$ cat config.mk
export PLATFORM = sky130hd
export DESIGN_NAME = backscatter_phase_mod
export DESIGN_NICKNAME = d
export VERILOG_FILES = /design/src/rtl/backscatter_pkg.sv /design/src/rtl/sym_fifo.sv /design/src/rtl/backscatter_phase_mod.sv
export SDC_FILE = /design/constraint.sdc
export NUM_CORES = 1
export LEC_CHECK = 0
export CAP_MARGIN = 20
export CELL_PAD_IN_SITES_DETAIL_PLACEMENT = 2
export CELL_PAD_IN_SITES_GLOBAL_PLACEMENT = 2
export CORE_ASPECT_RATIO = 1.25
export CORE_UTILIZATION = 35
export DETAILED_ROUTE_END_ITERATION = 8
export PLACE_DENSITY_LB_ADDON = 0.3
export SYNTH_ARGS = -nofsm -noshare
export SYNTH_HDL_FRONTEND = slang
export SYNTH_HIERARCHICAL = 1
export SYNTH_SLANG_ARGS = --single-unit
$ cat constraint.sdc
create_clock -name clock -period 4 [get_ports clock]
set_clock_uncertainty 0.2 [all_clocks]
set_input_delay 0.8 -clock clock [delete_from_list [all_inputs] [get_ports clock]]
set_output_delay 0.8 -clock clock [all_outputs]
set_load 0.05 [all_outputs]
$ cat src/rtl/backscatter_pkg.sv
// Shared types and helpers for the backscatter phase modulator: FSM states,
// default parameter values and the quadrant/phase adder.
package backscatter_pkg;

  localparam int DEF_CNT_W = 8;
  localparam int DEF_SYM_W = 2;
  localparam int DEF_DEPTH = 16;
  localparam int DEF_LEN_W = 16;

  typedef enum logic [1:0] {
    ST_IDLE = 2'd0,
    ST_SEND = 2'd1,
    ST_DONE = 2'd2
  } state_t;

  // A 2-phase symbol is a half-period shift, so it moves the quadrant by two.
  function automatic logic [1:0] quad_add(input logic [1:0] quadrant,
                                          input logic [1:0] phase,
                                          input int         sym_w);
    logic [1:0] offset;
    offset = (sym_w == 2) ? phase : {phase[0], 1'b0};
    return quadrant + offset;
  endfunction

endpackage

$ cat src/rtl/sym_fifo.sv
// Show-ahead symbol FIFO; pop_data is the head entry whenever empty is low.
module sym_fifo #(
  parameter int SYM_W = 2,
  parameter int DEPTH = 16
) (
  input  logic             clock,
  input  logic             reset,
  input  logic             push,
  input  logic [SYM_W-1:0] push_data,
  input  logic             pop,
  output logic [SYM_W-1:0] pop_data,
  output logic             full,
  output logic             empty
);

  localparam int AW = $clog2(DEPTH);

  logic [SYM_W-1:0] mem [DEPTH];
  logic [AW:0]      wr_ptr;
  logic [AW:0]      rd_ptr;
  logic             push_ok;
  logic             pop_ok;

  // Extra pointer bit separates full from empty when the indices match.
  assign full     = (wr_ptr[AW] != rd_ptr[AW]) && (wr_ptr[AW-1:0] == rd_ptr[AW-1:0]);
  assign empty    = (wr_ptr == rd_ptr);
  assign push_ok  = push & ~full;
  assign pop_ok   = pop & ~empty;
  assign pop_data = mem[rd_ptr[AW-1:0]];

  always_ff @(posedge clock) begin
    if (reset) begin
      wr_ptr <= '0;
      rd_ptr <= '0;
    end else begin
      if (push_ok) wr_ptr <= wr_ptr + 1'b1;
      if (pop_ok)  rd_ptr <= rd_ptr + 1'b1;
    end
  end

  always_ff @(posedge clock) begin
    if (push_ok) mem[wr_ptr[AW-1:0]] <= push_data;
  end

endmodule

$ cat src/rtl/backscatter_phase_mod.sv
// Phase-shift keyed backscatter modulator: a free-running quadrature carrier
// whose switch copy is rotated by queued symbols during a triggered burst.
module backscatter_phase_mod
  import backscatter_pkg::*;
#(
  parameter int CNT_W = DEF_CNT_W,
  parameter int SYM_W = DEF_SYM_W,
  parameter int DEPTH = DEF_DEPTH,
  parameter int LEN_W = DEF_LEN_W
) (
  input  logic             clock,
  input  logic             reset,
  input  logic             trigger_signal,
  input  logic [CNT_W-1:0] quarter_cycles,
  input  logic [CNT_W-1:0] symbol_cycles,
  input  logic [LEN_W-1:0] tx_len,
  input  logic             sym_valid,
  input  logic [SYM_W-1:0] sym_data,
  output logic             sym_ready,
  output logic             carrier_out,
  output logic             signal_into_switch,
  output logic             tx_active,
  output logic             done,
  output logic             underrun,
  output state_t           state_dbg
);

  state_t           state;
  logic [CNT_W-1:0] q_eff;
  logic [CNT_W-1:0] s_eff;
  logic [CNT_W-1:0] q_cnt;
  logic [CNT_W-1:0] sym_timer;
  logic [1:0]       quadrant;
  logic [1:0]       eff_quadrant;
  logic [1:0]       phase_ext;
  logic [SYM_W-1:0] phase;
  logic [SYM_W-1:0] fifo_head;
  logic [LEN_W-1:0] len_r;
  logic [LEN_W-1:0] sym_cnt;
  logic             trig_prev;
  logic             trig_edge;
  logic             fifo_full;
  logic             fifo_empty;
  logic             fifo_pop;
  logic             start_ok;
  logic             timer_exp;
  logic             last_sym;
  logic             next_pop;

  assign q_eff = (quarter_cycles == '0) ? CNT_W'(1) : quarter_cycles;
  assign s_eff = (symbol_cycles == '0) ? CNT_W'(1) : symbol_cycles;

  assign sym_ready = ~fifo_full;
  assign state_dbg = state;

  sym_fifo #(
    .SYM_W (SYM_W),
    .DEPTH (DEPTH)
  ) u_fifo (
    .clock     (clock),
    .reset     (reset),
    .push      (sym_valid),
    .push_data (sym_data),
    .pop       (fifo_pop),
    .pop_data  (fifo_head),
    .full      (fifo_full),
    .empty     (fifo_empty)
  );

  // Carrier timebase. The >= compare keeps the counter sane if quarter_cycles
  // shrinks below the current count while running.
  always_ff @(posedge clock) begin
    if (reset) begin
      q_cnt    <= '0;
      quadrant <= '0;
    end else if (q_cnt >= q_eff - 1'b1) begin
      q_cnt    <= '0;
      quadrant <= quadrant + 2'd1;
    end else begin
      q_cnt <= q_cnt + 1'b1;
    end
  end

  assign phase_ext    = 2'(phase);
  assign eff_quadrant = quad_add(quadrant, phase_ext, SYM_W);

  always_ff @(posedge clock) begin
    if (reset) begin
      carrier_out        <= 1'b0;
      signal_into_switch <= 1'b0;
    end else begin
      carrier_out        <= quadrant[1];
      signal_into_switch <= tx_active & eff_quadrant[1];
    end
  end

  assign trig_edge = trigger_signal & ~trig_prev;
  assign start_ok  = (state == ST_IDLE) && trig_edge && (tx_len != '0) && !fifo_empty;
  assign timer_exp = (state == ST_SEND) && (sym_timer <= CNT_W'(1));
  assign last_sym  = ((sym_cnt + 1'b1) == len_r);
  assign next_pop  = timer_exp && !last_sym && !fifo_empty;
  assign fifo_pop  = start_ok | next_pop;

  always_ff @(posedge clock) begin
    if (reset) begin
      state     <= ST_IDLE;
      sym_timer <= '0;
      sym_cnt   <= '0;
      len_r     <= '0;
      phase     <= '0;
      tx_active <= 1'b0;
      done      <= 1'b0;
      underrun  <= 1'b0;
      // A trigger already high when reset drops must not count as an edge.
      trig_prev <= 1'b1;
    end else begin
      trig_prev <= trigger_signal;
      done      <= 1'b0;
      case (state)
        ST_IDLE: begin
          if (start_ok) begin
            phase     <= fifo_head;
            sym_timer <= s_eff;
            sym_cnt   <= '0;
            len_r     <= tx_len;
            underrun  <= 1'b0;
            tx_active <= 1'b1;
            state     <= ST_SEND;
          end
        end
        ST_SEND: begin
          if (timer_exp) begin
            sym_cnt <= sym_cnt + 1'b1;
            if (last_sym) begin
              tx_active <= 1'b0;
              done      <= 1'b1;
              state     <= ST_DONE;
            end else if (fifo_empty) begin
              underrun  <= 1'b1;
              tx_active <= 1'b0;
              done      <= 1'b1;
              state     <= ST_DONE;
            end else begin
              phase     <= fifo_head;
              sym_timer <= s_eff;
            end
          end else begin
            sym_timer <= sym_timer - 1'b1;
          end
        end
        ST_DONE: begin
          state <= ST_IDLE;
        end
        default: begin
          tx_active <= 1'b0;
          state     <= ST_IDLE;
        end
      endcase
    end
  end

endmodule

==> impl_metrics.yaml, run 1 <==
status:
  status: "complete, no violations"
sta:
  finalSetupViolCount: 0
  fin_crit_sh_pct: 95.1
  tightest_slew_ns: 0.664
  setup_ws_ns: 0.194
  fin_crit_ns: 3.81
  fin_tns_setup_ns: 0
  slew_viol_final: 0
  rsz0062_at_grt: "false"
  hold_viol: 0
  timing.slew.headroom_pct: 55.6
  fmax_mhz: 263
synthesis:
  syn_inst: 559
  synth_ff_type: "dfxtp_1"
  synth_top_cell_by_area: "dfxtp_1"
  yosysWarnings: 6
  synth_cell_types: 59
  synth_area_leaders: "dfxtp_1 27%, edfxtp_1 18%, xnor2_1 5.3%, nor2_1 4.5%, ha_1 4.1%"
  synth_top_area_share_pct: 27.1
  synthesis.area_mm2: 0.00547
  async_flop_share_pct: 0
  ys_seq_area_share_pct: 44.6
  synth-seq-cells: 106
  synth_edf_count: 32
  syn_avg_cell_area_um2: 9.79
  syn_nets: 615
critical_path:
  end_kind: "flop"
  worstPathArrival_ns: 3.84
  crit_fanout: 3
  worstSetupPathType: "primary input to flop"
  worst_ep_required_time_ns: 4.04
  startpoint_type: "primary input"
drt:
  vias: 4409
  drcViolationCount: 0
  drt_wl_total_mm: 15.7
  drt_first_iter_violations: 162
  firstDrtPassIters: 4
  wire_per_inst_um: 19.1
  vias_per_cell: 5.34
  postRouteAntennaNets: 0
clock_tree:
  cts_setup_buffers: 0
  clock_path_buffers: 2
  root_buffer: "clkbuf_16"
  cts_sinks: 106
  clk_latency_ns: 0.36
  cts_made_buffers: 9
  cts_hold_buf: 0
  htree_levels: 3
  clk_pin_slew_ns: 0.08
  cts_tree: "built"
cells_and_area:
  postLayoutCoreUtil_pct: 43.2
  instances_no_fill: 825
  drive_gt1_share_pct: 12.2
  nets: 668
  syn_to_final_growth_pct: 19.6
  nFillCells: 1647
  n_antenna_cell: 0
  multi_input_area_mm2: 0.00290
  seq_area_mm2: 0.00244
placed_design:
  dp.cells: 809
  numPortBuffers: 45
  pre_cts_ws_ns: -0.288
  gp_congestion: 0.806
  dp_hpwl_mm: 11.4
pwr:
  powerDensity_mw_per_mm2: 359
  p_switching_mw: 0.651
  leakagePower_nw: 2.31
  p_seq_share_pct: 49.2
  fin_total_pwr_mw: 2.35
  intPower_mw: 1.70
  p_comb_share_pct: 12.2
  switching_share_pct: 27.7
  vdd.ir_drop.worst_uv: 159
  power.clock.fraction_pct: 38.6
grt:
  grt_pass1_wl_mm: 25.8
  antenna_found_initial: 0
  grt_max_degree: 39
  grt-ovfl-total: 0
  grt_util_all_layers_pct: 20.8
  first_global_vias: 4920
floorplanning:
  fp.coreArea_mm2: 0.0151
  die_w_um: 114
  die_y_um: 142
  dieArea_mm2: 0.0161
  initial_core_util_pct: 36.2
  pin_count: 46
  rows: 50
job:
  maxCapViolations: 0
worst_hold_path:
  hold_class: "flop to flop"
-- what timing repair did --
item	4_1_cts	5_1_grt
endpoints found under the hold margin	0	0
resized for setup	1	11
endpoints found under the setup margin	1	11
-- cell usage in the layout, fill, tap and decap left out, types with 3 or more instances in the layout --
| master | instances |
|---|---|
| nor3_1 | 13 |
| nand2b_1 | 8 |
| and3_2 | 7 |
| or3_1 | 5 |
| a32o_1 | 4 |
| xor2_1 | 25 |
| mux4_2 | 10 |
| nand2_1 | 44 |
| nor2b_1 | 7 |
| a21oi_1 | 39 |
| xnor2_1 | 33 |
| a211oi_1 | 9 |
| inv_1 | 16 |
| ha_1 | 17 |
| o21ai_1 | 4 |
| or4_1 | 3 |
| nor4_1 | 7 |
| mux2i_1 | 6 |
| and3_1 | 14 |
| nand4_1 | 11 |
| nor2_1 | 62 |
| nor2_2 | 3 |
| nand3_1 | 25 |
| dfxtp_1 | 74 |
| edfxtp_1 | 32 |
| clkdlybuf4s50_1 | 44 |
| buf_4 | 17 |
| o21ai_0 | 10 |
| a311o_1 | 6 |
| clkbuf_16 | 9 |
| mux2_2 | 5 |
-- metal layers --
layer	part of all wire (%)	GRT usage (%)	vias up	wire (µm)
li1	-	-	2125	-
met1	42	24.2	2207	6660
met2	54	39.1	60	8490
met3	2.0	2.39	17	311
met4	1.7	7.11	0	267
met5	0	0	-	0
-- cells by family after synthesis --
group | Yosys count | synth area share (%)
AO/OA/AOI/OAI | 94 | 11.9
XOR/XNOR | 58 | 9.28
adder cells (fa/ha/maj) | 18 | 4.11
buffers and inverters | 37 | 3.04
flip-flops | 106 | 44.6
multiplexers | 21 | 6.24
AND/OR/NAND/NOR | 225 | 20.8
-- cell type report --
class / instances / area share (%)
Sequential cell: 106 / 37.3
Multi-Input combinational cell: 416 / 44.3
Inverter: 17 / 0.975
Timing Repair Buffer: 62 / 8.75
Clock inverter: 7 / 1.24
Tap cell: 208 / 3.97
Clock buffer: 9 / 3.44
-- final timing paths --
path,from,endpoint,slack (ns),depth (start not counted)
setup / recovery,quarter_cycles[2],quadrant[0]$_SDFFE_PP0P_,0.19,15
hold / removal,underrun$_SDFFE_PP0P_,underrun$_SDFFE_PP0P_,0.26,2
setup reg to reg,sym_cnt[1]$_SDFFE_PP0P_,flop,0.50,9
hold reg to reg,underrun$_SDFFE_PP0P_,underrun$_SDFFE_PP0P_,0.26,2
-- through the flow --
step                      hold slack [ns]  cell area, µm²
after global placement              0.233            6200
after global routing                0.293            6550
after detailed placement            0.251            6200
after CTS                           0.264            6510
after floorplan                     0.237            5470
final                               0.257            6550
-- critical path, cell delays in order --
cell and delay [ns]:
clkdlybuf4s50_1 0.43, or4_1 0.54, or3_1 0.35, nor2_1 0.10, nor2_1 0.08, ha_2 0.19
inv_1 0.09, nor2_1 0.07, xnor2_1 0.12, ha_1 0.20, or3_1 0.38, o21ai_1 0.13
buf_4 0.15, xor2_1 0.16, nor2_1 0.06
-- state kept, by name, summed over array words and instances (netlist names), 2 cells and up, named ones only --
name and cells:
len_r 16, phase 2, q_cnt 8, quadrant 2
state_dbg 2, sym_cnt 16, sym_timer 8, u_fifo/mem 32
u_fifo/rd_ptr 5, u_fifo/wr_ptr 5
-- synthesized netlist by cell type (all sizes together) (8+ instances only) --
cell	number
nor2	66
dfxtp	74
clkbuf	15
nand4	12
nand3	25
xnor2	33
o21ai	14
inv	16
mux4	10
a211oi	9
edfxtp	32
ha	18
xor2	25
nand2	45
nor4	9
nand2b	8
and3	21
a21oi	40
nor3	14
-- power groups by stage --
stage / Clock [mW] / Sequential [mW] / Combinational, mW
finish: 0.907 / 1.16 / 0.287
global route: 0.978 / 1.16 / 0.315
CTS: 0.941 / 1.16 / 0.288
detailed placement: 0 / 1.18 / 0.281
global placement: 0 / 1.18 / 0.269
floorplan: 0 / 1.18 / 0.161
No activity file was read; power rests on OpenSTA's default activity.
==> run 2: changes to the inputs <==
--- a/config.mk
+++ b/config.mk
@@ -11,7 +11,7 @@
 export CORE_ASPECT_RATIO = 1.25
 export CORE_UTILIZATION = 35
 export DETAILED_ROUTE_END_ITERATION = 8
-export PLACE_DENSITY_LB_ADDON = 0.3
+export PLACE_DENSITY = 0.82
 export SYNTH_ARGS = -nofsm -noshare
 export SYNTH_HDL_FRONTEND = slang
 export SYNTH_HIERARCHICAL = 1
==> run 2 against run 1 <==
Sequential cell count unchanged. Final cell count up 0.12%. Die area unchanged. Register-to-register slack worse by 0.26 ns. Sequential share of layout area up 0.20 points. Critical path depth up 1. Global-route usage up 0.30 points. Count of clock-buffer cells in the layout unchanged. Worst hold slack better by 0.0025 ns. Wire length up 0.95%. Final area down 0.54%. Non-clock buffer count up 1. Largest cell class unchanged. Largest power group unchanged.
==> impl_metrics.yaml, run 2 (synthesis results as in run 1) <==
grt:
  first_global_vias: 4967
  grt-ovfl-total: 0
  grt_pass1_wl_mm: 26.2
  grt_busiest_layer: "met2"
  grtUsageMet3_pct: 3.84
  grt_use_met1_pct: 24.0
  antenna_found_initial: 0
  grt_max_degree: 33
  use_met2_pct: 40.1
  grt_util_all_layers_pct: 21.1
clock_tree:
  clk_latency_ns: 0.36
  clk_pin_slew_ns: 0.08
  htree_levels: 3
  cts_setup_buffers: 0
  root_buffer: "clkbuf_16"
  cts_sinks: 106
  clock_path_buffers: 2
  cts_made_buffers: 9
  cts_tree: "built"
pwr:
  p_switching_mw: 0.632
  fin_total_pwr_mw: 2.32
  powerDensity_mw_per_mm2: 356
  switching_share_pct: 27.3
  leakagePower_nw: 2.30
  p_seq_share_pct: 49.9
  p_comb_share_pct: 12.3
  power.clock.fraction_pct: 37.8
  vdd.ir_drop.worst_uv: 165
  intPower_mw: 1.68
sta:
  tightest_slew_ns: 0.958
  finalSetupViolCount: 0
  setup_ws_ns: 0.177
  fmax_mhz: 262
  holdWs_ns: 0.259
  rsz0062_at_grt: "false"
  fin_crit_ns: 3.82
  hold_viol: 0
  slew_viol_final: 0
  fin_crit_sh_pct: 95.6
  timing.slew.headroom_pct: 35.9
critical_path:
  r2r_slack_ns: 0.24
  worstRegToRegCells: 9
  r2r-start: "sym_cnt[1]$_SDFFE_PP0P_"
  crit_fanout: 3
  end_kind: "flop"
  timing.rr.end: "u_fifo/rd_ptr[0]$_SDFFE_PP0P_"
  startpoint_type: "primary input"
  worstSetupPathType: "primary input to flop"
  worst_ep_required_time_ns: 4.04
  worstPathArrival_ns: 3.86
floorplanning:
  fp.coreArea_mm2: 0.0151
  initial_core_util_pct: 36.2
  rows: 50
  die_w_um: 114
  dieArea_mm2: 0.0161
  die_y_um: 142
  pin_count: 46
drt:
  firstDrtPassIters: 4
  drt_wl_total_mm: 15.9
  vias: 4443
  vias_per_cell: 5.38
  wire_per_inst_um: 19.2
  postRouteAntennaNets: 0
  drt_first_iter_violations: 76
  drcViolationCount: 0
cells_and_area:
  post-route-cell-area_mm2: 0.00651
  nets: 669
  final_common_cell: "dfxtp_1"
  syn_to_final_growth_pct: 19.0
  largest_reg_flops: 32
  n_antenna_cell: 0
  drive_gt1_share_pct: 11.2
  final_cell_mix: "74 x dfxtp_1, 66 x nor2_1, 45 x clkdlybuf4s50_1"
worst_hold_path:
  hold_class: "flop to flop"
  min_to: "underrun$_SDFFE_PP0P_"
  min_from: "underrun$_SDFFE_PP0P_"
  whs_path_depth: 2
placed_design:
  numPortBuffers: 45
  pre_cts_ws_ns: -0.329
  gp_congestion: 0.774
  dpl_cell_area_mm2: 0.00622
  dp_hpwl_mm: 11.8
status:
  status: "complete, no violations"
job:
  maxCapViolations: 0
==> run 2: changes by cell type in the layout (fill, tap and decap cells not counted), moves of 2 or more <==
| cell | change |
|---|---|
| nor2_2 | -3 |
| clkinvlp_4 | +2 |
| inv_6 | -2 |
| nor2_1 | +4 |
| clkinv_8 | -2 |
==> run 2: worst max path at each step <==
| stage | start | end | slack (ns) | depth (start not counted) |
|---|---|---|---|---|
| after floorplan | quarter_cycles[2] | q_cnt[2]$_SDFF_PP0_ | 0.43 | 13 |
| after global placement | quarter_cycles[2] | q_cnt[7]$_SDFF_PP0_ | -0.07 | 15 |
| after detailed placement | quarter_cycles[3] | q_cnt[4]$_SDFF_PP0_ | -0.33 | 16 |
| after CTS | quarter_cycles[3] | quadrant[0]$_SDFFE_PP0P_ | 0.04 | 16 |
| after global routing | sym_cnt[1]$_SDFFE_PP0P_ | u_fifo/rd_ptr[0]$_SDFFE_PP0P_ | 0.001 | 9 |
| final | quarter_cycles[2] | quadrant[0]$_SDFFE_PP0P_ | 0.18 | 16 |
==> run 2: routing by layer <==
metal / routed length [µm] / vias to the layer above
met1: 6610 / 2251
met4: 210 / 0
met3: 389 / 18
met2: 8670 / 49
met5: 0 / -
li1: - / 2125
==> run 2: power by group through the flow <==
stage          clock (mW)  sequential, mW  combinational, mW
6_report            0.876            1.16              0.286
5_1_grt             0.942            1.16              0.317
4_1_cts             0.895            1.16              0.290
3_5_place_dp            0            1.18              0.285
3_3_place_gp            0            1.18              0.268
2_1_floorplan           0            1.18              0.161
==> run 2: metrics by stage <==
step	instances	utilization [%]	TNS (ns)
finish	826	43.0	0
global route	826	43.0	0
CTS	826	43.0	0
detailed placement	810	41.1	-2.63
global placement	810	41.1	-0.528
floorplan	559	-	0
==> run 2: layout make-up <==
| cell class | count | area (µm²) |
|---|---|---|
| Clock buffer | 9 | 225 |
| Clock inverter | 7 | 61.3 |
| Fill cell | 1655 | 8630 |
| Inverter | 17 | 63.8 |
| Multi-Input combinational cell | 416 | 2870 |
| Sequential cell | 106 | 2440 |
| Tap cell | 208 | 260 |
| Timing Repair Buffer | 63 | 586 |
==> run 2: critical path: stages <==
cell and delay (ns):
clkdlybuf4s50_1 0.42, or4_4 0.54, or3_1 0.35, nor2_1 0.12
nor2_1 0.08, ha_2 0.19, inv_1 0.07, or3_1 0.13
xor2_1 0.18, ha_1 0.26, o21ai_1 0.14, a21oi_1 0.07
o21ai_1 0.14, buf_4 0.15, xor2_1 0.17, nor2_1 0.06
==> run 2: what timing repair did <==
action                                  4_1_cts  5_1_grt
endpoints found under the setup margin        8       10
hold buffers                                  0        0
pin swaps                                     0        2
resized for setup                             2        3
